**src/rtl/encoder_4to2_sync.sv**
```systemverilog
// Registered 4-to-2 priority encoder with debounce and a valid/ack handshake.
// Ports: clk, rst (sync, high), en, Y[3:0] (active-low requests), ack -> A, B, valid, multi.
module encoder_4to2_sync #(
   parameter int unsigned DEBOUNCE = 4
) (
   input  logic       clk,
   input  logic       rst,
   input  logic       en,
   input  logic [3:0] Y,
   input  logic       ack,
   output logic       A,
   output logic       B,
   output logic       valid,
   output logic       multi
);

   localparam logic [3:0] IDLE_PAT = 4'b1111;
   localparam logic [3:0] LAST     = 4'(DEBOUNCE - 1);

   typedef enum logic [1:0] {
      IDLE,
      SETTLE,
      HOLD,
      RELEASE
   } state_t;

   state_t     state;
   logic [3:0] s1;
   logic [3:0] ys;
   logic [3:0] pat;
   logic [3:0] cnt;
   logic [1:0] code;
   logic [2:0] ones;
   logic       many;

   // Highest-index low line wins.
   always_comb begin
      code = 2'b00;
      if (!pat[3]) begin
         code = 2'b11;
      end else if (!pat[2]) begin
         code = 2'b10;
      end else if (!pat[1]) begin
         code = 2'b01;
      end
   end

   // More than one low line means at most two lines are high.
   always_comb begin
      ones = 3'(pat[0]) + 3'(pat[1]) + 3'(pat[2]) + 3'(pat[3]);
      many = (ones < 3'd3);
   end

   always_ff @(posedge clk) begin
      if (rst) begin
         state <= IDLE;
         s1    <= IDLE_PAT;
         ys    <= IDLE_PAT;
         pat   <= IDLE_PAT;
         cnt   <= 4'd0;
         A     <= 1'b0;
         B     <= 1'b0;
         valid <= 1'b0;
         multi <= 1'b0;
      end else begin
         s1 <= Y;
         ys <= s1;
         unique case (state)
            IDLE: begin
               if (en && ys != IDLE_PAT) begin
                  pat   <= ys;
                  cnt   <= 4'd0;
                  state <= SETTLE;
               end
            end
            SETTLE: begin
               if (!en || ys == IDLE_PAT) begin
                  state <= IDLE;
               end else if (ys != pat) begin
                  // A bounce to another pattern restarts the count.
                  pat <= ys;
                  cnt <= 4'd0;
               end else if (cnt == LAST) begin
                  A     <= code[1];
                  B     <= code[0];
                  multi <= many;
                  valid <= 1'b1;
                  state <= HOLD;
               end else begin
                  cnt <= cnt + 4'd1;
               end
            end
            HOLD: begin
               // The code is held until taken; en and Y are ignored here.
               if (ack) begin
                  valid <= 1'b0;
                  cnt   <= 4'd0;
                  state <= RELEASE;
               end
            end
            RELEASE: begin
               if (ys != IDLE_PAT) begin
                  cnt <= 4'd0;
               end else if (cnt == LAST) begin
                  state <= IDLE;
               end else begin
                  cnt <= cnt + 4'd1;
               end
            end
         endcase
      end
   end

endmodule

```
**config.mk**
```make
export PLATFORM = sky130hd
export DESIGN_NAME = encoder_4to2_sync
export DESIGN_NICKNAME = d
export VERILOG_FILES = /design/src/rtl/encoder_4to2_sync.sv
export SDC_FILE = /design/constraint.sdc
export NUM_CORES = 1
export LEC_CHECK = 0
export BUFFER_PORTS_ARGS = -buffer_cell sky130_fd_sc_hd__clkbuf_2
export CORE_ASPECT_RATIO = 1.5
export CORE_UTILIZATION = 30
export DETAILED_ROUTE_END_ITERATION = 10
export GPL_TIMING_DRIVEN = 0
export HOLD_SLACK_MARGIN = 0.03
export SLEW_MARGIN = 10
export SYNTH_ARGS = -nofsm -noshare
export SYNTH_HDL_FRONTEND = slang
export SYNTH_SLANG_ARGS = --single-unit
```
**constraint.sdc**
```tcl
create_clock -name clk -period 2.5 [get_ports clk]
set_clock_uncertainty 0.15 [all_clocks]
set_input_delay 0.5 -clock clk [delete_from_list [all_inputs] [get_ports clk]]
set_output_delay 0.5 -clock clk [all_outputs]
set_load 0.01 [all_outputs]
```
-- Word-level counts from Yosys, hierarchy flattened
Index checks and enable logic that the tools add are counted.
- output and inout port bits: 4
- logic and storage cells: 71
- bits of input ports: 8
- register bits after elaboration: 22
- mux-type cells: 27
- magnitude comparators: 1
- equal/unequal tests: 17
- reductions and logical operators: 11
- add/subtract/negate cells: 4
- bitwise gates (word level): 2
- operators with widths (cell ; count):
    2-to-1 mux 4 bit ; 9
    2-to-1 mux 2 bit ; 9
    != test 2 bit, second input constant ; 8
    case mux 4 bit (4 select lines) ; 1
    case mux 2 bit (4 select lines) ; 1
    case mux 4 bit (2 select lines) ; 1
    AND reduction 4 bit ; 2
    != test 3 bit, second input constant ; 2
    AND reduction 6 bit ; 1
    2-to-1 mux 1 bit ; 5
    AND reduction 5 bit ; 1
    adder 4 x 1 -> 4 bit, second input constant ; 1
    == test 2 bit, second input constant ; 2
    == test 4 x 2 -> 1 bit, second input constant ; 1
    == test 4 bit, second input constant ; 1
    != test 4 bit ; 1
    != test 4 bit, second input constant ; 1
    nonzero test 2 bit ; 2
    adder 2 x 1 -> 3 bit ; 1
    adder 3 x 1 -> 3 bit ; 1
    less-than comparator 3 x 2 -> 1 bit, second input constant ; 1
    AND reduction 3 bit ; 1
    adder 1 x 1 -> 2 bit ; 1
    == test 2 x 1 -> 1 bit, second input constant ; 1
    6 further kinds ; 7

-- Logic depth before layout (Yosys ltp)
Gate-level depths: netlist (run 1).
- word-level depth: 5
- gate-level depth with buffers: 8
- gate-level depth less buffers: 8

-- Worst setup path before layout (run 1)
No wires, ideal clock.
- path type: register to register
- start: reg pat[0]
- end: reg multi
- data arrival time: 1715 ps
- stages on the path, launching flop included: 9
- required time: 2278 ps
- clock period less this slack: 1936 ps
- buffers on the path: 0
- setup slack: 564 ps
- library setup time: 72 ps
- cells stage by stage: dfxtp_1 inv_1 fa_1 inv_1 ha_1 ha_1 a21oi_1 nand3_1 a21oi_1
- longest elaborated chain between the ends: 4
- RTL lines (what ; line ; source):
    start: declaration ; 30 ; logic [3:0] pat;
    start signal: assignment ; 71 ; pat <= ys;
    start signal: assignment ; 81 ; pat <= ys;
    adder 1 x 1 -> 2 bit ; 50 ; ones = 3'(pat[0]) + 3'(pat[1]) + 3'(pat[2]) + 3'(pat[3]);
    adder 2 x 1 -> 3 bit ; 50 ;
    adder 3 x 1 -> 3 bit ; 50 ;
    less-than comparator 3 x 2 -> 1 bit ; 51 ; many = (ones < 3'd3);
    end signal: assignment ; 86 ; multi <= many;
    end: declaration ; 14 ; output logic multi
Several ways; a longest one is shown, not always the timed one.
A chain may end at the register's enable or synchronous reset.

-- Worst setup path in the final report (run 1)
Ends and elaborated chain as after synthesis.

==> results of run 1 <==
## power by group through the flow
stage | sequential [W] | combinational (W) | clock [W]
finish | 0.000373 | 0.0000895 | 0.000325
floorplan | 0.000379 | 0.0000684 | 0
global placement | 0.000381 | 0.0000874 | 0
detailed placement | 0.000381 | 0.0000904 | 0
CTS | 0.000373 | 0.0000906 | 0.000335
global route | 0.000375 | 0.0000994 | 0.000350
## synthesized netlist by cell type
library cell / count / area (sq um)
a311oi_1: 2 / 17.52
and2b_2: 1 / 8.760
mux2i_1: 2 / 20.02
nor3_1: 1 / 5.000
o22a_1: 1 / 8.760
or3_1: 3 / 18.77
o21ai_0: 5 / 25.02
a311o_1: 1 / 10.01
a21oi_1: 9 / 45.04
nand4b_1: 1 / 8.760
clkbuf_1: 2 / 7.510
nor2_1: 5 / 18.77
nand2_1: 5 / 18.77
a211oi_1: 1 / 7.510
nand4_1: 2 / 12.51
a211oi_2: 4 / 50.05
nand2b_1: 1 / 6.260
fa_1: 1 / 20.02
or2_2: 8 / 50.05
nand3b_1: 2 / 15.01
inv_1: 7 / 26.28
a21oi_2: 1 / 8.760
ha_1: 3 / 37.54
nand4bb_1: 1 / 11.26
o21ai_1: 3 / 15.01
a21boi_4: 1 / 18.77
and4_1: 2 / 17.52
o311a_1: 1 / 10.01
dfxtp_1: 22 / 440.4
nand3_1: 3 / 15.01
buf_2: 1 / 5.000
nor3_4: 1 / 16.27
xnor2_1: 4 / 35.03
## layer usage
layer  part of all wire [%]  wire [microns]
met2                     52            1005
met4                   0.94              18
met1                     43             835
met5                      0               0
met3                    3.2              61
## placed cells by master, fill, tap and decap left out, types with 2 or more instances in the layout
cell type  count
nand3_1        3
clkbuf_2      11
or2_2          8
a21oi_1        9
nand4_1        2
ha_1           3
a211oi_2       4
xnor2_1        4
a311oi_1       2
nand3b_1       2
or3_1          3
nand2_1        5
inv_1          7
nor2_1         5
dfxtp_1       22
o21ai_0        5
clkbuf_8       3
clkbuf_1       2
mux2i_1        2
o21ai_1        3
and4_1         2
## worst max-delay path by stage
stage / startpoint / to / slack (ps)
2_1_floorplan: pat[0] / multi / 560
3_3_place_gp: pat[0] / multi / 470
3_5_place_dp: pat[1] / multi / 450
4_1_cts: pat[1] / multi / 410
5_1_grt: pat[0] / multi / 280
6_report: pat[0] / multi / 440
## critical path: stages (launching register included)
cell and delay (ps):
dfxtp_1 360, inv_1 80, fa_1 530, inv_1 40
ha_1 170, ha_1 270, a21oi_1 170, nand3_1 90
a21oi_1 140
## state kept, by name, summed over array words and instances (netlist names), named ones only
register / flops
A: 1
B: 1
cnt: 4
multi: 1
pat: 4
s1: 4
state: 1
valid: 1
ys: 4
## kinds of logic (layout without fill, tap and decap cells)
| logic type | count (synthesis) | count (layout) | share of synthesized area [%] |
|---|---|---|---|
| adders and majority gates | 4 | 4 | 5.583 |
| buffers and inverters | 10 | 25 | 3.762 |
| DFF | 22 | 22 | 42.72 |
| muxes | 2 | 2 | 1.942 |
| AOI/OAI and AO/OA | 29 | 29 | 21.00 |
| and+or+nand+nor | 36 | 36 | 21.60 |
| xor gates and xnor gates | 4 | 4 | 3.398 |
## stage by stage
stage               hold WS, ps  total power, W
finish                    260.6       0.0007879
global route              252.8       0.0008251
CTS                       257.8       0.0007982
detailed placement        247.3       0.0004718
global placement          242.3       0.0004686
floorplan                 239.5       0.0004469
## cell type report
class                   instances  area (sq um)
clock buffers                   3         41.29
fillers                       339          2014
inverters                       7         26.28
flip-flops and latches         22         440.4
clock inverters                 1         30.03
repair buffers                 11         55.05
plain buffers                   3         12.51
multi-input cells              75         551.8
well taps                      40         50.05
==> out/metrics.cfg, run 1 <==
[floorplan]
die_w_microns=49.87
ios=12
die_area_sq_um=3680
row_count=25
initial_core_util_pct=32.00
die_y_microns=73.80
core_sq_um=3222

[place]
dp_hpwl_microns=1518
io_buffer_count=11
place_area_sq_um=1136
dp_cells=158
place_ws_ps=453.7
gp_congestion=0.8147

[setup_path]
arrival_ps=2110
r2r_end=multi
critPathKind=reg -> reg
ff2ff_setup_slack_ps=440
cp.required_ps=2550
crit_fanout=3
crit_path_end_kind=register
cp-start-kind=register
reg2reg_depth=8
r2r-start=pat[0]

[logic_synthesis]
ys_seq_elements=22
yosysSeqAreaShare_pct=42.72
yosys_warnings=0
syn_inst=107
syn_area_per_cell_sq_um=9.635
synth_area_sq_um=1031
synth_cell_type_count=33
synth_fp_nets=119

[routing]
drtAntennaViolNets=0
wl_per_cell_microns=11.85
drcViolationCount=0
dr.pass1.iters=4
wl_microns=1920
drtIter0Drc=15
via_count=828
vias_per_cell=5.111

[global_route]
busiest_layer=met2
grt_start_max_net_pins=14
gr-total-overflow=0
grtUsageMet3_pct=2.484
track_usage_pct=11.90
grt_util_met2_pct=22.22
grt_pass1_wl_microns=3374
grt_pass1_vias=803
antenna_found_initial=0
gr-usage-met1_pct=13.17

[layout]
nNetsFinal=135
diodes=0
fin_cells=162
area_delta_synth_final_pct=17.11
final_area_sq_um=1207
drive_gt1_share_pct=26.23
utilization_pct=37.48

[hold_path]
holdPathEnd=ys[0]
hold_path.class=reg -> reg
worstHoldPathCells=1
min_from=s1[0]

[pwr]
combPwrFrac_pct=11.4
p_switching_w=0.0001746
pwr-share-clk_pct=41.3
switching_share_pct=22.15
peakVddDrop_v=0.0003532
p_leak_nw=0.4725
cellPowerDensity_nw_per_um2=652.6
pwr-share-seq_pct=47.4
p_int_w=0.0006134

[clock_tree]
numCtsBuffers=3
clockBufferDepth=2
clk_latency_ps=260
cts_sinks=22
post_cts_buffers=0
ctsResizeCount=0
ctsHoldBuffers=0
htreeDepth=1
cts-root-buf=clkbuf_8
tritoncts=yes
clkTransAtPathRegs_ps=80

[timing]
worst_slack_ps=436.3
grt_setup_unrepaired=false
final_max_slew_viol_count=0
min_period_ps=2064
fin_tns_setup_ps=0
fin_crit_sh_pct=82.55
hold_violations=0
finalSetupViolCount=0
timing.fmax_mhz=484.6
worst_pin_slew_ps=532.9
relSlewSlack_pct=64.48

[outcome]
outcome=completed

[job]
cap_violations=0

No activity file was read; power rests on OpenSTA's default activity.
==> run 2, diff against run 1 <==
==> constraint.sdc (replaced) <==
create_clock -name clk -period 1.9 [get_ports clk]
set_clock_uncertainty 0.15 [all_clocks]
set_input_delay 0.38 -clock clk [delete_from_list [all_inputs] [get_ports clk]]
set_output_delay 0.38 -clock clk [all_outputs]
set_load 0.01 [all_outputs]
==> run 2 against run 1 <==
Compared with the run above: die area unchanged; hold slack got worse by 120 ps; critical path depth unchanged; register-to-register slack lost 410 ps; flip-flop and latch count is the same; largest power group unchanged; fmax rose by 10%; combinational power is 56% higher.
==> out/metrics.cfg, run 2 (synthesis gave the netlist of run 1 again) <==
[outcome]
outcome=completed

[timing]
worst_pin_slew_ps=525.9
relSlewSlack_pct=64.94
final_max_slew_viol_count=0
fin_crit_sh_pct=98.43
fin_tns_setup_ps=0
timing.fmax_mhz=534.7
grt_setup_unrepaired=true
finalSetupViolCount=0
hold_violations=0
holdWs_ps=141.1
min_period_ps=1870

[clock_tree]
clkTransAtPathRegs_ps=80
cts-root-buf=clkbuf_8
htreeDepth=1
ctsHoldBuffers=0
clk_latency_ps=260
clockBufferDepth=2
tritoncts=yes
numCtsBuffers=3
cts_sinks=22

[pwr]
cellPowerDensity_nw_per_um2=839.9
pwr-share-clk_pct=40.5
switching_share_pct=22.45
p_switching_w=0.0002381
combPwrFrac_pct=13.2
p_int_w=0.0008223
pwr-share-seq_pct=46.4
p_leak_nw=0.4810
peakVddDrop_v=0.0003831

[routing]
dr.pass1.iters=4
drtIter0Drc=14
via_count=830
drtAntennaViolNets=0
wl_microns=2040
vias_per_cell=5.030
drcViolationCount=0
wl_per_cell_microns=12.36

[layout]
fill_cells=320
final_area_sq_um=1262
final_cell_mix=dfxtp_1, clkbuf_2, a21oi_1, or2_2
drive_gt1_share_pct=35.20
fin_cells=165
area_delta_synth_final_pct=22.45
nNetsFinal=138
final_common_cell=dfxtp_1
diodes=0

[setup_path]
r2r_end=multi
crit_fanout=2
arrival_ps=1920
ff2ff_setup_slack_ps=30
cp.required_ps=1950
reg2reg_depth=8
cp-start-kind=register
critPathKind=reg -> reg
r2r-start=pat[1]
crit_path_end_kind=register

[global_route]
gr-total-overflow=0
busiest_layer=met2
grt_pass1_wl_microns=3346
grtUsageMet3_pct=2.484
gr-usage-met1_pct=11.35
track_usage_pct=11.97
grt_start_max_net_pins=14
grt_pass1_vias=815
antenna_found_initial=0
grt_util_met2_pct=24.17

[place]
place_area_sq_um=1139
io_buffer_count=11
dp_cells=158
gp_congestion=0.8462
dp_hpwl_microns=1554

[floorplan]
die_area_sq_um=3680
core_sq_um=3222
row_count=25
die_y_microns=73.80
ios=12
die_w_microns=49.87
initial_core_util_pct=32.00

[hold_path]
worstHoldPathCells=2
min_from=Y[3]
holdPathEnd=s1[3]
hold_path.class=in -> reg

[job]
cap_violations=0

-- run 2: cell count changes in the layout (fill, tap and decap cells not counted), moves of 2 or more --
cell     delta
buf_4       +3
dfxtp_1     -3
dfxtp_2     +3
ha_1        -2
ha_4        +2
inv_1       -3
inv_2       +3
-- run 2: how the worst max path moves through the flow --
| stage | endpoint | slack [ps] | cells after the start | start |
|---|---|---|---|---|
| 2_1_floorplan | multi | 9 | 8 | pat[0] |
| 3_3_place_gp | multi | -110 | 8 | pat[3] |
| 3_5_place_dp | multi | -100 | 8 | pat[3] |
| 4_1_cts | multi | -7 | 8 | pat[0] |
| 5_1_grt | multi | -60 | 8 | pat[1] |
| 6_report | multi | 30 | 8 | pat[1] |
-- run 2: through the flow --
step           util, %   power, W  worst slack (ps)
4_1_cts          38.87   0.001068            -6.519
3_5_place_dp     35.34  0.0006212            -104.9
5_1_grt          39.18   0.001114            -56.95
2_1_floorplan        -  0.0005882             9.079
3_3_place_gp     35.34  0.0006170            -111.6
6_report         39.18   0.001060             29.79
-- run 2: critical path: stages (launching register included) --
cell and delay (ps):
dfxtp_2 340, inv_2 40, fa_1 540, inv_2 40
ha_4 150, ha_4 210, a21oi_2 110, nand3_1 80
a21oi_1 140
-- run 2: per-layer routing --
layer	part of all wire, %	up-vias	wire length [microns]
li1	-	422	-
met1	40	389	810
met2	56	14	1134
met3	3.1	5	63
met4	1.5	0	31
met5	0	-	0
-- run 2: area by class of cell --
class	instances	area [sq um]	share of cell area [%]
multi-input cells	75	580.6	45.99
well taps	40	50.05	3.964
clock inverters	1	30.03	2.379
repair buffers	14	77.57	6.145
plain buffers	3	12.51	0.9911
flip-flops and latches	22	444.2	35.18
inverters	7	26.28	2.081
clock buffers	3	41.29	3.271
-- run 2: repair_timing --
| item | CTS | global route |
|---|---|---|
| buffers inserted | 3 | 0 |
| pin swaps | 3 | 4 |
| gates resized for setup | 5 | 3 |
| endpoints found under the setup margin | 1 | 1 |
| cloned | 0 | 0 |
-- run 2: power by group through the flow --
stage / sequential [W] / clock, W / combinational, W
6_report: 0.000492 / 0.000429 / 0.000140
5_1_grt: 0.000494 / 0.000464 / 0.000156
4_1_cts: 0.000491 / 0.000443 / 0.000135
3_5_place_dp: 0.000502 / 0 / 0.000119
3_3_place_gp: 0.000502 / 0 / 0.000115
2_1_floorplan: 0.000498 / 0 / 0.0000900
